==> src/rtl/sweep_acq_pkg.sv <==
// ============================================================================
// Module   : sweep_acq_pkg
// Brief    : Shared state encoding and default constants for sweep acquisition
// Revision : 1.0
// ============================================================================
`default_nettype none

package sweep_acq_pkg;

  localparam int          c_DAC_WIDTH   = 10;
  localparam logic [15:0] c_HEADER_WORD = 16'hFF00;
  localparam logic [15:0] c_TAIL_WORD   = 16'hFF45;

  typedef enum logic [3:0] {
    IDLE     = 4'd0,
    LOAD     = 4'd1,
    WAIT_CFG = 4'd2,
    HEADER   = 4'd3,
    DACWORD  = 4'd4,
    ACQ      = 4'd5,
    DRAIN    = 4'd6,
    NEXT     = 4'd7,
    TAIL     = 4'd8,
    DONE     = 4'd9
  } state_t;

endpackage

`default_nettype wire

==> src/rtl/sweep_acq_dac_stepper.sv <==
// ============================================================================
// Module   : sweep_acq_dac_stepper
// Brief    : Holds sweep limits/step, produces the DAC code and last-point flag
// Revision : 1.0
// ============================================================================
`default_nettype none

module sweep_acq_dac_stepper
  import sweep_acq_pkg::*;
#(
  parameter int DAC_WIDTH = c_DAC_WIDTH
) (
  input  logic                 Clk,
  input  logic                 reset,
  input  logic                 loadLimits,
  input  logic                 advance,
  input  logic [DAC_WIDTH-1:0] startDac,
  input  logic [DAC_WIDTH-1:0] endDac,
  input  logic [DAC_WIDTH-1:0] dacStep,
  output logic [DAC_WIDTH-1:0] dacCode,
  output logic                 emptySweep,
  output logic                 lastPoint
);

  logic [DAC_WIDTH-1:0] r_endDac;
  logic [DAC_WIDTH-1:0] r_step;
  logic [DAC_WIDTH-1:0] r_dac;
  logic [DAC_WIDTH:0]   w_nextDac;

  // One extra bit so the end-of-sweep test sees codes beyond the DAC range
  assign w_nextDac  = {1'b0, r_dac} + {1'b0, r_step};
  assign lastPoint  = w_nextDac > {1'b0, r_endDac};
  assign emptySweep = startDac > endDac;
  assign dacCode    = r_dac;

  always_ff @(posedge Clk) begin
    if (reset) begin
      r_endDac <= '0;
      r_step   <= '0;
      r_dac    <= '0;
    end else if (loadLimits) begin
      r_endDac <= endDac;
      r_step   <= (dacStep == '0) ? DAC_WIDTH'(1) : dacStep;
      if (!emptySweep) r_dac <= startDac;
    end else if (advance) begin
      r_dac <= w_nextDac[DAC_WIDTH-1:0];
    end
  end

endmodule

`default_nettype wire

==> src/rtl/sweep_acq_controller.sv <==
// ============================================================================
// Module   : sweep_acq_controller
// Brief    : Steps a threshold DAC, runs MICROROC acquisition per point and
//            frames the returned data words into USB FIFO packets
// Revision : 1.0
// ============================================================================
`default_nettype none

module sweep_acq_controller
  import sweep_acq_pkg::*;
#(
  parameter int          DAC_WIDTH    = c_DAC_WIDTH,
  parameter int          DRAIN_CYCLES = 16,
  parameter logic [15:0] HEADER_WORD  = c_HEADER_WORD,
  parameter logic [15:0] TAIL_WORD    = c_TAIL_WORD
) (
  input  logic                 Clk,
  input  logic                 reset,
  input  logic                 SweepStart,
  input  logic [DAC_WIDTH-1:0] StartDac,
  input  logic [DAC_WIDTH-1:0] EndDac,
  input  logic [DAC_WIDTH-1:0] DacStep,
  input  logic [15:0]          MaxPackageNumber,
  input  logic                 MicrorocConfigDone,
  input  logic [15:0]          ParallelData,
  input  logic                 ParallelData_en,
  input  logic                 UsbDataFifoFull,
  output logic [DAC_WIDTH-1:0] SweepAcq10BitDac,
  output logic                 SweepAcqMicrorocSCParameterLoad,
  output logic                 SweepAcqMicrorocAcqStartStop,
  output logic [15:0]          SweepAcqData,
  output logic                 SweepAcqData_en,
  output logic                 SweepAcqDone,
  output logic                 SweepAcqOverflow
);

  localparam int c_DRAIN_W = $clog2(DRAIN_CYCLES + 1);

  state_t                 r_state;
  state_t                 w_nextState;
  logic                   r_startPrev;
  logic                   w_startEdge;
  logic                   w_loadLimits;
  logic                   w_advance;
  logic                   w_emptySweep;
  logic                   w_lastPoint;
  logic [DAC_WIDTH-1:0]   w_dacCode;
  logic [15:0]            r_pkgTarget;
  logic [15:0]            r_pkgCount;
  logic                   w_pkgReached;
  logic [c_DRAIN_W-1:0]   r_drainCount;
  logic                   w_drainDone;
  logic                   r_scLoad;
  logic                   r_acqOn;
  logic [15:0]            r_data;
  logic                   r_dataEn;
  logic                   r_done;
  logic                   r_overflow;

  sweep_acq_dac_stepper #(
    .DAC_WIDTH (DAC_WIDTH)
  ) u_stepper (
    .Clk        (Clk),
    .reset      (reset),
    .loadLimits (w_loadLimits),
    .advance    (w_advance),
    .startDac   (StartDac),
    .endDac     (EndDac),
    .dacStep    (DacStep),
    .dacCode    (w_dacCode),
    .emptySweep (w_emptySweep),
    .lastPoint  (w_lastPoint)
  );

  // Left unreset so a level held high through reset is not mistaken for a new start
  always_ff @(posedge Clk) r_startPrev <= SweepStart;

  assign w_startEdge  = SweepStart & ~r_startPrev;
  assign w_pkgReached = (17'(r_pkgCount) + 17'd1) == 17'(r_pkgTarget);
  assign w_drainDone  = r_drainCount == c_DRAIN_W'(DRAIN_CYCLES - 1);

  always_comb begin
    w_nextState  = r_state;
    w_loadLimits = 1'b0;
    w_advance    = 1'b0;
    case (r_state)
      IDLE:     if (w_startEdge) begin
                  w_loadLimits = 1'b1;
                  w_nextState  = w_emptySweep ? TAIL : LOAD;
                end
      LOAD:     w_nextState = WAIT_CFG;
      WAIT_CFG: if (MicrorocConfigDone) w_nextState = HEADER;
      HEADER:   if (!UsbDataFifoFull) w_nextState = DACWORD;
      DACWORD:  if (!UsbDataFifoFull) w_nextState = ACQ;
      ACQ:      if (ParallelData_en && w_pkgReached) w_nextState = DRAIN;
      DRAIN:    if (w_drainDone) w_nextState = NEXT;
      NEXT:     if (w_lastPoint) w_nextState = TAIL;
                else begin
                  w_advance   = 1'b1;
                  w_nextState = LOAD;
                end
      TAIL:     if (!UsbDataFifoFull) w_nextState = DONE;
      DONE:     if (!SweepStart) w_nextState = IDLE;
      default:  w_nextState = IDLE;
    endcase
    if (!SweepStart && (r_state inside {LOAD, WAIT_CFG, HEADER, DACWORD, ACQ, DRAIN, NEXT})) begin
      w_nextState = TAIL;
      w_advance   = 1'b0;
    end
  end

  always_ff @(posedge Clk) begin
    if (reset) begin
      r_state      <= IDLE;
      r_pkgTarget  <= '0;
      r_pkgCount   <= '0;
      r_drainCount <= '0;
      r_scLoad     <= 1'b0;
      r_acqOn      <= 1'b0;
      r_data       <= '0;
      r_dataEn     <= 1'b0;
      r_done       <= 1'b0;
      r_overflow   <= 1'b0;
    end else begin
      r_state  <= w_nextState;
      // Control outputs decode the next state so they line up with the state they describe
      r_scLoad <= (w_nextState == LOAD);
      r_acqOn  <= (w_nextState == ACQ);
      r_done   <= (w_nextState == DONE);
      r_dataEn <= 1'b0;
      if (w_loadLimits) begin
        r_pkgTarget <= (MaxPackageNumber == 16'd0) ? 16'd1 : MaxPackageNumber;
        r_overflow  <= 1'b0;
      end
      r_pkgCount   <= (r_state == ACQ) ? r_pkgCount + 16'(ParallelData_en) : 16'd0;
      r_drainCount <= (r_state == DRAIN) ? r_drainCount + c_DRAIN_W'(1) : '0;
      case (r_state)
        HEADER:  if (!UsbDataFifoFull) begin
                   r_data   <= HEADER_WORD;
                   r_dataEn <= 1'b1;
                 end
        DACWORD: if (!UsbDataFifoFull) begin
                   r_data   <= {{(16 - DAC_WIDTH){1'b0}}, w_dacCode};
                   r_dataEn <= 1'b1;
                 end
        TAIL:    if (!UsbDataFifoFull) begin
                   r_data   <= TAIL_WORD;
                   r_dataEn <= 1'b1;
                 end
        ACQ, DRAIN: if (ParallelData_en) begin
                   if (UsbDataFifoFull) r_overflow <= 1'b1;
                   else begin
                     r_data   <= ParallelData;
                     r_dataEn <= 1'b1;
                   end
                 end
        default: ;
      endcase
    end
  end

  assign SweepAcq10BitDac                = w_dacCode;
  assign SweepAcqMicrorocSCParameterLoad = r_scLoad;
  assign SweepAcqMicrorocAcqStartStop    = r_acqOn;
  assign SweepAcqData                    = r_data;
  assign SweepAcqData_en                 = r_dataEn;
  assign SweepAcqDone                    = r_done;
  assign SweepAcqOverflow                = r_overflow;

endmodule

`default_nettype wire

==> config.mk <==
export PLATFORM = sky130hd
export DESIGN_NAME = sweep_acq_controller
export DESIGN_NICKNAME = d
export VERILOG_FILES = /design/src/rtl/sweep_acq_pkg.sv /design/src/rtl/sweep_acq_dac_stepper.sv /design/src/rtl/sweep_acq_controller.sv
export SDC_FILE = /design/constraint.sdc
export NUM_CORES = 1
export LEC_CHECK = 0
export BUFFER_PORTS_ARGS = -buffer_cell sky130_fd_sc_hd__clkbuf_2
export CELL_PAD_IN_SITES_DETAIL_PLACEMENT = 0
export CELL_PAD_IN_SITES_GLOBAL_PLACEMENT = 1
export CORE_MARGIN = 4
export CORE_UTILIZATION = 42
export DETAILED_ROUTE_END_ITERATION = 8
export HOLD_SLACK_MARGIN = 0.12
export PLACE_DENSITY = 0.91
export SYNTH_ARGS = -nofsm -noshare
export SYNTH_HDL_FRONTEND = slang
export SYNTH_HIERARCHICAL = 1
export SYNTH_SLANG_ARGS = --single-unit
==> constraint.sdc <==
create_clock -name Clk -period 4.93 [get_ports Clk]
set_input_delay 0.493 -clock Clk [delete_from_list [all_inputs] [get_ports Clk]]
set_output_delay 0.493 -clock Clk [all_outputs]
set_load 0.02 [all_outputs]
==> results.ini <==
[worst_setup_path]
cp_common_cell=a21oi_1
critical_path.slowest_cell=dfxtp_1
critPathMaxStageDelay_ns=0.40
start_kind=flop
cp_max_fo=10
cp.arrival_ns=4.73
cp_cell_sequence=ha_1, inv_1, fa_1, nor2b_1, o2111a_1, nor3_1, or2_2, xnor2_1, ha_1, a21oi_1, o21ai_0, a21oi_1, o21ai_0, a21oi_1, o211ai_1, nor4b_1, buf_4, nor2_1, a21oi_4, nor2_1, a311oi_1
required_ns=5.19
endpoint_kind=flop
worst-setup-path-type=flop to flop

[detailed_routing]
num_vias=5104
vias_per_cell=5.41
drt-total-wl_mm=14.6
drt_iter0_drc=292
avgRoutedWirePerCell_microns=15.5
drc=0
dr.pass1.iters=7
ant_nets=0

[global_route]
grt_pass1_vias=4960
grt_max_degree=69
grt.overflow.total=0
antenna_found_initial=0
grt_usage_pct=19.7
grt_pass1_wl_mm=23.9

[job]
maxCapViolations=0

[logic_synthesis]
seq_area_frac_synth_pct=33.1
async_flop_share_pct=0
post-synth-top-count-cell=dfxtp_1
synth_edf_count=0
yosys.area.top_type_share_pct=33.1
synth_area_sq_um=5620
ys_ff_latch=93
synthTopCellsByArea=dfxtp_1 (33%), ha_1 (7.8%), mux2i_1 (6.2%), nand2_1 (5.9%), nor2_1 (5.7%)
syn-instance-count=690
synth_area_leader_cell=dfxtp_1
synth.net_count=794
synthFlopType=dfxtp_1
avgSynthCellArea_sq_um=8.14
synth_commonest_cells=dfxtp_1 (93), nand2_1 (88), nor2_1 (85)
synth_cell_types=71
ys_warn_count=6

[clocking]
cts_buffers=9
clk_latency_ns=0.36
postCtsResizedCells=0
cts_setup_buffers=0
clk_pin_slew_worst_paths_ns=0.07
cts_tree=yes
hold_buffers=0
clock-sinks=93
ctsRootBufferMaster=clkbuf_16
clockBufferDepth=2
htreeDepth=3

[sta]
post-route-min-period_ns=4.47
hold_viol_final=0
timing.hold.ws_ns=0.351
period_share_pct=90.7
slew_violations=0
tightest_slew_ns=0.854
setup_viol_count_final=0
rsz0062_at_grt=no
final.setup.worst_slack_ns=0.459
fin_skew_ns=0.00992
clock.fmax_mhz=224
slew_headroom_pct=43.0
setup_tns_ns=0

[finish]
final_nets=871
fillers=1241
n_antenna_cell=0
drive_above_1_share_pct=17.6
syn_to_final_growth_pct=14.8
final_area_sq_um=6450

[floorplanning]
pin_count=99
core_area_sq_um=12900
start_util_pct=43.6
design.die.area_sq_um=15300
dieHeight_microns=124
fp-row-count=41
dieWidth_microns=124

[placed_design]
dp_hpwl_mm=11.2
port_buffers=98
gp_congestion=0.866
dp_slack_ns=0.539
dpl-instance-area_sq_um=6170

[pwr]
powerDensity_nw_per_um2=320
p_total_mw=2.06
p_leak_nw=2.66
ir_worst_vdd_mv=0.202

[min_path]
hold_path_class=input port to flop

[status]
status=completed

## cells by family after synthesis
logic type	share of synthesized area [%]
adders and majority gates	8.33
and+or+nand+nor	24.2
xor gates and xnor gates	6.24
buffers and inverters	5.81
muxes	6.64
AOI/OAI and AO/OA	15.6
DFF	33.1
## worst paths after layout
| check | cells after the start | slack [ns] | to | from |
|---|---|---|---|---|
| worst max-delay path | 21 | 0.46 | u_stepper/dacCode[9]$_SDFFE_PP0P_ | u_stepper/dacCode[0]$_SDFFE_PP0P_ |
| worst min-delay path | 1 | 0.35 | r_startPrev$_DFF_P_ | SweepStart |
| worst max register to register | 21 | 0.46 | u_stepper/dacCode[9]$_SDFFE_PP0P_ | u_stepper/dacCode[0]$_SDFFE_PP0P_ |
| worst min register to register | 2 | 0.47 | SweepAcqData[5]$_SDFFE_PP0P_ | SweepAcqData[5]$_SDFFE_PP0P_ |
## layout by cell type, fill, tap and decap left out, drive strengths merged, types with 3 or more instances in the layout
master  netlist  final
and3          5      5
nand2b        9      9
a21oi        41     41
nand2        88     88
nor4         10     10
xor2         17     17
a31oi         3      3
dfxtp        93     93
nor2b         4      4
a311oi        7      7
buf           8      3
and2          4      4
nor3         12     12
nand4        14     14
o21ai        24     24
clkbuf       27    107
clkinv        2      3
or2           4      4
a211oi       19     19
a21o          5      5
o31ai         3      3
and4          6      6
mux2i        35     35
xnor2        23     23
or4           6      6
o22ai         3      3
or3           8      8
inv          37     42
nand3        19     19
nor2         85     85
ha           35     35
## report_power, final
part           internal (mW)  switching, mW  total [mW]
logic                  0.217          0.315       0.532
registers              0.802         0.0573       0.859
clock network          0.349          0.323       0.672
## metal layers
metal / share of wire (%) / up-vias / wire length [microns] / track usage (%)
met3: 4.6 / 26 / 671 / 3.86
met2: 49 / 123 / 7100 / 32.0
met5: 0 / - / 0 / 0
met1: 45 / 2367 / 6510 / 25.5
li1: - / 2588 / - / -
met4: 2.2 / 0 / 315 / 8.10
## worst max-delay path, delay by kind of cell (launching register included)
family | cells | cell delay, ns
compound gates | 9 | 1.58
xor+xnor | 1 | 0.13
fa+ha+maj | 3 | 0.92
buf+inv | 2 | 0.26
flops | 1 | 0.40
simple gates | 6 | 1.08
## area by class of cell
type	instances	area, sq um	share of cell area (%)
Timing Repair Buffer	101	513	7.96
Clock inverter	7	56.3	0.873
Inverter	39	146	2.27
Sequential cell	93	1860	28.9
Clock buffer	9	225	3.49
Tap cell	172	215	3.34
Multi-Input combinational cell	523	3430	53.2
## state kept, by name, summed over array words and instances (netlist names), 4 cells and up
name / flops
r_pkgCount: 16
u_stepper/dacCode: 10
u_stepper/r_endDac: 10
u_stepper/r_step: 10
r_drainCount: 5
r_pkgTarget: 16
r_state: 4
SweepAcqData: 16
## per-stage QoR
stage	std cells	utilization, %
after floorplan	690	-
after global placement	928	47.9
after detailed placement	928	47.9
after CTS	944	50.1
after global routing	944	50.1
final	944	50.1
No activity file was read; power rests on OpenSTA's default activity.
